--- src/rtl/addsub_rr_arbiter.sv ---
// ---------------------------------------------------------------------------
// addsub_rr_arbiter
//
// Shares a single carry-lookahead adder/subtractor among NREQ requesters.
// A round-robin arbiter picks at most one requester per cycle. That
// requester's operands are fed through the adder, and the result is captured
// in one output register that supports downstream backpressure.
//
// Ports
//   clk        rising-edge clock
//   rst        asynchronous, active-high reset
//   req_valid  [NREQ]    requester i holds a valid operation
//   req_ready  [NREQ]    one-hot grant; the operation is accepted this cycle
//   req_a      [NREQ*W]  operand A, requester i at [i*W +: W]
//   req_b      [NREQ*W]  operand B, same packing as req_a
//   req_m      [NREQ]    mode per requester: 0 = A+B, 1 = A-B
//   res_valid            output register holds a result
//   res_ready            consumer accepts the result
//   res_s      [W]       registered sum / difference
//   res_c                registered carry-out (1 = no borrow when subtracting)
//   res_v                registered signed overflow
//   res_id     [IDW]     requester that produced the result
//
// Parameter limits: NREQ must be between 2 and 8, and 2**IDW must be at
// least NREQ.
// ---------------------------------------------------------------------------

// ---------------------------------------------------------------------------
// addsub_cla
//
// W-bit two's complement adder/subtractor built from carry-lookahead logic.
// Subtraction is computed as A + ~B + 1.
//
// Ports
//   a, b  [W]  operands
//   m          0 = add, 1 = subtract
//   s     [W]  result, modulo 2**W
//   c          carry[W]
//   v          signed overflow, carry[W] ^ carry[W-1]
// ---------------------------------------------------------------------------
module addsub_cla #(
   parameter int W = 4
) (
   input  logic [W-1:0] a,
   input  logic [W-1:0] b,
   input  logic         m,
   output logic [W-1:0] s,
   output logic         c,
   output logic         v
);

   logic [W-1:0] b_eff;
   logic [W-1:0] gen;
   logic [W-1:0] prop;
   logic [W:0]   carry;

   assign b_eff    = b ^ {W{m}};
   assign gen      = a & b_eff;
   assign prop     = a ^ b_eff;
   assign carry[0] = m;

   // Every carry is a flat sum of products of generate and propagate terms
   // plus the carry-in. No carry waits on the carry below it.
   genvar gi;
   generate
      for (gi = 0; gi < W; gi++) begin : g_carry
         logic la_carry;

         always_comb begin : lookahead
            logic prop_run;
            la_carry = gen[gi];
            prop_run = prop[gi];
            for (int j = gi - 1; j >= 0; j--) begin
               la_carry = la_carry | (prop_run & gen[j]);
               prop_run = prop_run & prop[j];
            end
            la_carry = la_carry | (prop_run & m);
         end

         assign carry[gi+1] = la_carry;
      end
   endgenerate

   assign s = prop ^ carry[W-1:0];
   assign c = carry[W];
   assign v = carry[W] ^ carry[W-1];

endmodule

module addsub_rr_arbiter #(
   parameter int W    = 4,
   parameter int NREQ = 4,
   parameter int IDW  = 2
) (
   input  logic              clk,
   input  logic              rst,
   input  logic [NREQ-1:0]   req_valid,
   output logic [NREQ-1:0]   req_ready,
   input  logic [NREQ*W-1:0] req_a,
   input  logic [NREQ*W-1:0] req_b,
   input  logic [NREQ-1:0]   req_m,
   output logic              res_valid,
   input  logic              res_ready,
   output logic [W-1:0]      res_s,
   output logic              res_c,
   output logic              res_v,
   output logic [IDW-1:0]    res_id
);

   typedef enum logic {
      EMPTY = 1'b0,
      FULL  = 1'b1
   } state_t;

   // Sums of the form last + 1 + offset go up to 2*NREQ - 1. Two extra bits
   // hold that without wrapping.
   localparam int SW = IDW + 2;

   state_t            state_reg;
   state_t            state_next;
   logic [IDW-1:0]    last_reg;
   logic [W-1:0]      res_s_reg;
   logic              res_c_reg;
   logic              res_v_reg;
   logic [IDW-1:0]    res_id_reg;

   logic              free;
   logic              issue_ok;
   logic              accept;
   logic [2*NREQ-1:0] valid_dbl;
   logic [2*NREQ-1:0] valid_shift;
   logic [NREQ-1:0]   valid_rot;
   logic [SW-1:0]     rot_amt;
   logic [SW-1:0]     grant_sum;
   logic              grant_found;
   logic [IDW-1:0]    grant_id;
   logic [NREQ-1:0]   lane_sel;

   logic [W-1:0]      op_a;
   logic [W-1:0]      op_b;
   logic              op_m;
   logic [W-1:0]      alu_s;
   logic              alu_c;
   logic              alu_v;

   // -----------------------------------------------------------------------
   // Stage availability. A full register can still take a new result in the
   // same cycle that the consumer takes the old one.
   // -----------------------------------------------------------------------
   assign free     = (state_reg == EMPTY) | res_ready;
   // Reset is asynchronous, so grants must drop while it is held. Waiting
   // for the next clock edge is not enough.
   assign issue_ok = free & ~rst;

   // -----------------------------------------------------------------------
   // Round-robin search. Rotate the request vector so that bit 0 is the
   // requester after last_reg. The lowest set bit of the rotated vector is
   // the winner. Map its offset back to a requester index with a single
   // conditional subtract.
   // -----------------------------------------------------------------------
   assign valid_dbl   = {req_valid, req_valid};
   assign rot_amt     = {2'b00, last_reg} + SW'(1);
   assign valid_shift = valid_dbl >> rot_amt;
   assign valid_rot   = valid_shift[NREQ-1:0];

   always_comb begin
      grant_found = 1'b0;
      grant_sum   = '0;
      for (int j = 0; j < NREQ; j++) begin
         if (!grant_found && valid_rot[j]) begin
            grant_found = 1'b1;
            grant_sum   = rot_amt + SW'(j);
         end
      end
      if (grant_sum >= SW'(NREQ)) begin
         grant_sum = grant_sum - SW'(NREQ);
      end
   end

   assign grant_id = grant_sum[IDW-1:0];

   // lane_sel depends only on the arbitration. It selects the adder inputs
   // whether or not the stage is free. req_ready also applies the free
   // check, so it never depends on the operand data.
   genvar gi;
   generate
      for (gi = 0; gi < NREQ; gi++) begin : g_lane
         assign lane_sel[gi]  = grant_found & (grant_id == IDW'(gi));
         assign req_ready[gi] = lane_sel[gi] & issue_ok;
      end
   endgenerate

   assign accept = |req_ready;

   // -----------------------------------------------------------------------
   // Operand mux into the shared datapath.
   // -----------------------------------------------------------------------
   always_comb begin
      op_a = '0;
      op_b = '0;
      op_m = 1'b0;
      for (int i = 0; i < NREQ; i++) begin
         if (lane_sel[i]) begin
            op_a = req_a[i*W +: W];
            op_b = req_b[i*W +: W];
            op_m = req_m[i];
         end
      end
   end

   addsub_cla #(
      .W (W)
   ) u_addsub (
      .a (op_a),
      .b (op_b),
      .m (op_m),
      .s (alu_s),
      .c (alu_c),
      .v (alu_v)
   );

   // -----------------------------------------------------------------------
   // Output register FSM
   // -----------------------------------------------------------------------
   always_comb begin
      state_next = state_reg;
      case (state_reg)
         EMPTY: begin
            if (accept) begin
               state_next = FULL;
            end
         end
         FULL: begin
            if (accept) begin
               state_next = FULL;
            end else if (res_ready) begin
               state_next = EMPTY;
            end
         end
         default: state_next = EMPTY;
      endcase
   end

   always_ff @(posedge clk or posedge rst) begin
      if (rst) begin
         state_reg  <= EMPTY;
         last_reg   <= IDW'(NREQ - 1);
         res_s_reg  <= '0;
         res_c_reg  <= 1'b0;
         res_v_reg  <= 1'b0;
         res_id_reg <= '0;
      end else begin
         state_reg <= state_next;
         if (accept) begin
            last_reg   <= grant_id;
            res_s_reg  <= alu_s;
            res_c_reg  <= alu_c;
            res_v_reg  <= alu_v;
            res_id_reg <= grant_id;
         end
      end
   end

   assign res_valid = (state_reg == FULL);
   assign res_s     = res_s_reg;
   assign res_c     = res_c_reg;
   assign res_v     = res_v_reg;
   assign res_id    = res_id_reg;

endmodule

--- config.mk ---
export PLATFORM = sky130hd
export DESIGN_NAME = addsub_rr_arbiter
export DESIGN_NICKNAME = d
export VERILOG_FILES = /design/src/rtl/addsub_rr_arbiter.sv
export SDC_FILE = /design/constraint.sdc
export NUM_CORES = 1
export LEC_CHECK = 0
export BUFFER_PORTS_ARGS = -buffer_cell sky130_fd_sc_hd__buf_2
export CORE_ASPECT_RATIO = 1.25
export CORE_UTILIZATION = 42
export DETAILED_ROUTE_END_ITERATION = 16
export PLACE_DENSITY = 0.88
export REMOVE_ABC_BUFFERS = 1
export SYNTH_ARGS = -nofsm -noshare
export SYNTH_HDL_FRONTEND = slang
export SYNTH_SLANG_ARGS = --single-unit
--- constraint.sdc ---
create_clock -name clk -period 8.86 [get_ports clk]
set_clock_uncertainty 0.2 [all_clocks]
set_input_delay 2.658 -clock clk [delete_from_list [all_inputs] [get_ports clk]]
set_output_delay 2.658 -clock clk [all_outputs]
set_load 0.03 [all_outputs]
==> results of run 1 <==
-- logic make-up after synthesis --
kind of cell / share of synthesized area [%]
AND/OR/NAND/NOR: 16.8
AO/OA/AOI/OAI: 35.0
XOR/XNOR: 6.97
adder cells (fa/ha/maj): 4.98
multiplexers: 1.99
buffers and inverters: 6.72
flip-flops: 27.6
-- metrics by stage --
step	utilization, %	hold WS, ns	instances
floorplan	-	0.286	110
finish	58.1	0.300	200
CTS	58.1	0.302	200
global placement	56.9	0.253	196
global route	58.1	0.314	200
detailed placement	56.9	0.287	196
-- final timing paths --
check	from	endpoint	cells past startpoint
max	req_valid[1]	req_ready[0]	7
max reg2reg	last_reg[1]	res_s[2]	10
min in group asynchronous	rst	res_s[3]	2
min reg2reg	res_id[0]	res_id[0]	1
max in group asynchronous	rst	last_reg[1]	2
min	res_id[0]	res_id[0]	1
-- routing by layer --
layer  vias to the layer above  GRT usage [%]  wire length (µm)
met3                         8           2.25               127
met5                         -              0                 0
met2                        48           37.6              1390
met1                       508           23.1               970
li1                        538              -                 -
met4                         0           10.5                80
-- cell type report --
class / instances / area, µm²
flip-flops and latches: 11 / 278
multi-input cells: 94 / 661
clock buffers: 4 / 26.3
well taps: 31 / 38.8
fillers: 234 / 937
repair buffers: 55 / 275
inverters: 5 / 18.8
-- synthesized netlist by cell type --
library cell	count
a21boi_0	1
a21oi_1	4
a21oi_2	1
a221o_1	1
a221oi_1	1
a221oi_4	1
a22o_1	1
a22oi_1	13
a2bb2oi_1	1
a32o_1	1
and2_1	4
and2b_1	2
buf_2	3
buf_4	2
buf_6	1
clkbuf_1	2
dfrtp_1	9
dfstp_2	2
ha_1	4
inv_1	5
mux2i_1	2
nand2_1	12
nand2b_1	2
nand3_1	1
nor2_1	6
nor2b_1	4
nor3_1	1
nor3b_1	1
o211a_1	1
o21a_1	1
o21ai_0	11
o21ai_1	2
o221a_2	1
o221ai_2	1
o22ai_1	1
o31a_1	2
o31ai_2	1
or2_1	1
xnor2_1	6
xor2_1	2
-- power groups by stage --
stage	clock (mW)	sequential, mW	combinational [mW]
after floorplan	0	0.136	0.255
final	0.0323	0.0990	0.379
after global placement	0	0.0964	0.362
after detailed placement	0	0.100	0.377
after global routing	0.0353	0.102	0.419
after CTS	0.0326	0.0990	0.378
-- worst max-delay path: cells and delay by family --
| kind | cells | cell delay [ns] |
|---|---|---|
| buffers and inverters | 2 | 0.31 |
| AO/OA/AOI/OAI | 2 | 0.65 |
| AND/OR/NAND/NOR | 3 | 0.50 |
==> run summary, run 1 <==
Once routing completed, OpenROAD measured the worst setup slack at 1.89 ns. For the required time at the worst-slack endpoint, the log shows 6.00 ns. The hold violation count in the final report was 0. The design internal power came out at 251 µW.

The number of antenna violations at the first check in global routing is 0. The cell taking the most area after synthesis is dfrtp_1. The worst hold path class is reg -> reg. Buffers placed on the I/O ports in this run total 55. Across every metal layer, demand over resource in global routing totals 21.0%.

The total placed instance area was 1270 µm²; the ratio of final minimum period to clock period was 78.7%. The area growth from synthesis to final layout works out to 29.0%. For the setup slack on the worst flop-to-flop path, the log shows 5.45 ns. The repair_antennas step left the layout with diodes totalling 0.

At the end of the flow, the number of nets in the layout was 217. Clock-pin slew was measured on the worst setup and hold paths at 0.06 ns. After detailed routing, the total wire length is 2570 µm. Each instance of the synthesized netlist takes up on average 8.53 µm². For the number of rows in the core area, the log shows 19. The maximum operating frequency is 143 MHz. In the layout the commonest cells are buf_2, a22oi_1, nand2_1. The worst setup path is launched from an input port. Summed over all cells, the static leakage comes to 0.638 nW.

Delay of the slowest critical-path stage: 0.48 ns. The tools report the library cell used as clock root buffer as clkbuf_4. The vias after detailed routing was 1102.

In this run, distinct cell masters in the synthesized netlist total 40. The critical path class is in -> out. Synthesis inferred 11 register bits.

The maximum count of clock buffers along a single path was 2; the proportion of synthesized chip area in sequential cells was 27.6%. After the first detailed-routing iteration, the DRC count stood at 23. Total power for the finished layout comes to 510 µW.

STA classifies the critical path endpoint as an output port. The via count of the first global-routing pass was 1009. At the pin with the least slew margin, the transition time is 0.765 ns.

For the number of I/O pins, the log shows 56. Buffers added to address setup during post-CTS repair amount to 0. Walking the worst path, the cells encountered are buf_2, and2b_1, o22ai_1, a32o_1, or2_1, nor2_1, buf_2. Per report_power, the sequential group accounts for 19.4% of the total. Setup repair after global routing left no endpoint under its margin. The floorplan step defined a die boundary enclosing 2600 µm². The register with the most flip-flops in the layout has 4 of them. The arrival time at the worst endpoint is 4.12 ns, and the summed negative setup slack over all endpoints is 0 ns. After floorplanning, the core was sized to cover 2230 µm². The DRC violation count after routing is 0, and the post-placement worst setup slack is 1.93 ns. Setup violations remaining at the end of the flow were counted as 0.

The worst-path cell with the longest stage delay is a32o_1. In the routed layout, each cell is associated on average with a via count of 5.51. The minimum clock period after layout is 6.97 ns. The commonest non-fill, non-tap cell in the layout is buf_2. For the effective utilization at floorplan, the log shows 45.0%. Gates resized during post-CTS repair numbered 0.

The number of standard cells after synthesis came out at 118. The number of max-capacitance violations reported is 0. The floorplan step set the die width to 45.8 µm.

The die is 56.7 µm tall. The final RePlAce weighted congestion was 0.777; the count of pins over their slew limit was 0. In the final routed layout, each cell accounts on average for 12.8 µm.

The flow ran to the end, and the final reports show no timing, DRC or antenna violations. Buffers inserted to repair hold after CTS numbered 0. Summed over all nets, the half-perimeter wirelength after detailed placement is 2070 µm. The number of H-tree levels came out at 1. The number of detailed-route iterations in the first pass came out at 4.

Summed over all nets, the switching power comes to 259 µW. The mapped netlist covers 1010 µm². The total global routing overflow was 0; the total clock sinks was 11. For this run, the number of Yosys warnings is 0. After routing the design area is 1300 µm². TritonCTS built the clock tree. For the worst-case headroom to the max-slew limit, the log shows 48.7%.

IR analysis of the VDD net gives a maximum drop of 175 µV. The first global-routing pass estimated 4110 µm of wire. Entering global routing, the biggest net connects 21 pins. In this run, the clock network consumes 6.3% of the power. The dominant cell type by count on the critical path was buf_2. Of the cells placed in the final design, the portion with a size suffix greater than 1 is 38.5%. The fraction of power spent switching nets was 50.8%; the share of total power in combinational logic was 74.3%. Of the post-synthesis cell area, the dominant cell type holds 22.4%. Ranked by total cell area, the synthesized netlist is headed by dfrtp_1, a22oi_1, o21ai_0.

Clock latency reported for the late side of the worst-skew pair: 0.26 ns. The run gives 0 as the post-route antenna net violation count. Buffers inserted during clock tree synthesis total 3.

In this run the power density over the cells is 393 nW/µm². Highest net fanout along the worst path: 11.
No activity file was read; power rests on OpenSTA's default activity.
==> inputs of run 2 (changes only) <==
Clock period 8.86 ns to 6.5 ns, I/O delays scaled along.
==> run 2 against run 1 <==
Compared with the run above: combinational power increased by 35%; core utilization is the same; die area stayed put; setup slack lost 0.93 ns; critical path depth is the same; clock power increased by 42%; critical path type unchanged; largest cell class unchanged.
==> run summary, run 2 (synthesis results as in run 1) <==
In this run the standard cell core region covers 2230 µm². The commonest non-fill, non-tap cell in the layout is buf_2. The post-route non-filler standard cell count is 200, and the DRC violation count after routing is 0. The worst setup path is captured at an output port. The pre-antenna-repair detailed-routing pass consisted of 4 iterations. IR analysis of the VDD net gives a maximum drop of 236 µV.

The run finished with clean final reports. Data on the critical path is required at its endpoint by 4.35 ns. Net switching is 50.7% of the power. At the end of the flow, the number of nets in the layout was 217. The tools report the post-route antenna net violation count as 0. The worst path needs 5.55 ns of the cycle, external delays included. The clock passes through at most 2 buffers. In the routed layout, each cell is associated on average with a via count of 5.32. Along the worst path, the maximum fanout reaches 11. The net switching power came out at 352 µW.

Number of antenna violations at the first check in global routing: 0. The run gives 1 as the number of H-tree levels. Routability-driven placement finished with a final weighted congestion of 0.777. The tree is rooted in a clkbuf_4.

The total routing usage reported by global routing was 21.2%. Of the available clock period, the critical path in the final layout requires 85.3%. The full die area came out at 2600 µm². In the layout the commonest cells are buf_2, a22oi_1, nand2_1.

The fraction of final layout cells with drive strength greater than 1 is 38.5%, and the hold violation count in the final report is 0. Clock-pin slew was measured on the worst setup and hold paths at 0.07 ns. For the number of gates given a new drive strength after cts, the log shows 0. The tools report the hold-fix buffer count after cts as 0.

The final design area excluding fillers was 1300 µm²; the floorplan die width was 45.8 µm. Based on the critical path, the design can be clocked at up to 180 MHz. HPWL after detailed placement: 2040 µm.

Die outline height: 56.7 µm. The clock network burns 6.6% of the power. In this run the tool buffered the top-level ports with 55 buffer cells. For the worst setup path, the data arrival time is 3.40 ns. The analysis attributes to cell leakage a power of 0.638 nW. The register with the most flip-flops in the layout has 4 of them.

Setup repair after global routing left no endpoint under its margin. Setup violations remaining at the end of the flow were counted as 0. TritonCTS built the clock tree. Clock latency on the worst-skew pair, taken at its later pin, is 0.26 ns. The wire length of the first global-routing pass was 4160 µm.

For the total inserted antenna cells, the log shows 0. Number of filler cells placed in the layout: 225. The share of total power in combinational logic is 73.9%, and the total clock sinks is 11. Headroom to the max-slew limit came out at 49.9%. The number of placed instances, taps included, is 196. The relative contribution of sequential cells to total power was 19.4%. The floorplan has 19 rows.

Via count of the first global-routing pass: 1072. The number of setup buffers added after CTS is 0. The tools report the number of max-capacitance violations reported as 0. The worst setup path is launched from an input port. The area growth from synthesis to final layout was 29.0%; the transition time at the pin with the least slew margin was 0.746 ns. After routing, the total negative slack on setup checks comes to 0 ns.

The count of pins over their slew limit came out at 0. After detailed routing, the average wire length per cell comes to 12.9 µm. In this run the worst hold path is classified as reg -> reg. For this design the ratio of total power to cell area is 534 nW/µm². The total placed instance area is 1270 µm². First-iteration detailed-routing DRC count: 38.

For the number of I/O pins, the log shows 56. The maximum number of pins on one net before global-route repair was 21. The tools report the design internal power as 342 µW. By startpoint and endpoint, the worst setup path is classified as in -> out. The final layout contains routed wiring with a total length of 2570 µm. The effective utilization at floorplan was 45.0%. The total overflow left after global routing is 0. In this run, CTS created clock tree buffers numbering 3. Summing over every cut layer, the via total after detailed routing is 1064.
==> run 2: cell counts in the layout (fill, tap and decap cells not counted) <==
Identical to the previous run, type by type.
==> run 2: final cells by class <==
class | count | area, µm² | share of cell area [%]
multi-input cells | 94 | 661 | 50.9
clock buffers | 4 | 26.3 | 2.03
inverters | 5 | 18.8 | 1.45
flip-flops and latches | 11 | 278 | 21.4
repair buffers | 55 | 275 | 21.2
well taps | 31 | 38.8 | 2.99
==> run 2: critical path, stage by stage <==
cell and delay, ns:
buf_2 0.13, and2b_1 0.17, o22ai_1 0.09, a32o_1 0.37, or2_1 0.34, nor2_1 0.13
buf_2 0.21
==> run 2: final timing paths <==
check	from	endpoint	slack, ns	cells after the start
setup / recovery	req_valid[1]	req_ready[0]	0.95	7
hold / removal	res_id[1]	res_id[1]	0.28	2
setup reg to reg	last_reg[1]	res_s[3]	3.14	10
hold reg to reg	res_id[1]	res_id[1]	0.28	2
max in group asynchronous	rst	last_reg[1]	4.30	2
min in group asynchronous	rst	res_valid	1.46	2
==> run 2: stage by stage <==
stage | utilization [%] | hold WS (ns) | setup slack (ns) | power, mW
after floorplan | - | 0.286 | 1.17 | 0.532
after global routing | 58.1 | 0.299 | 0.890 | 0.760
after detailed placement | 56.9 | 0.264 | 0.964 | 0.649
final | 58.1 | 0.278 | 0.955 | 0.693
after CTS | 58.1 | 0.279 | 0.965 | 0.695
after global placement | 56.9 | 0.253 | 1.09 | 0.624
==> run 2: power groups by stage <==
stage | registers (mW) | clock network [mW] | logic, mW
global placement | 0.131 | 0 | 0.493
global route | 0.139 | 0.0499 | 0.572
floorplan | 0.185 | 0 | 0.347
finish | 0.135 | 0.0458 | 0.513
detailed placement | 0.135 | 0 | 0.513
CTS | 0.134 | 0.0456 | 0.515
==> run 2: metal layers <==
layer	vias up	global-route usage, %	routed length [µm]
met5	-	0	0
met4	0	10.5	48
met3	6	2.25	125
met2	46	38.8	1360
met1	479	22.4	1040
li1	533	-	-
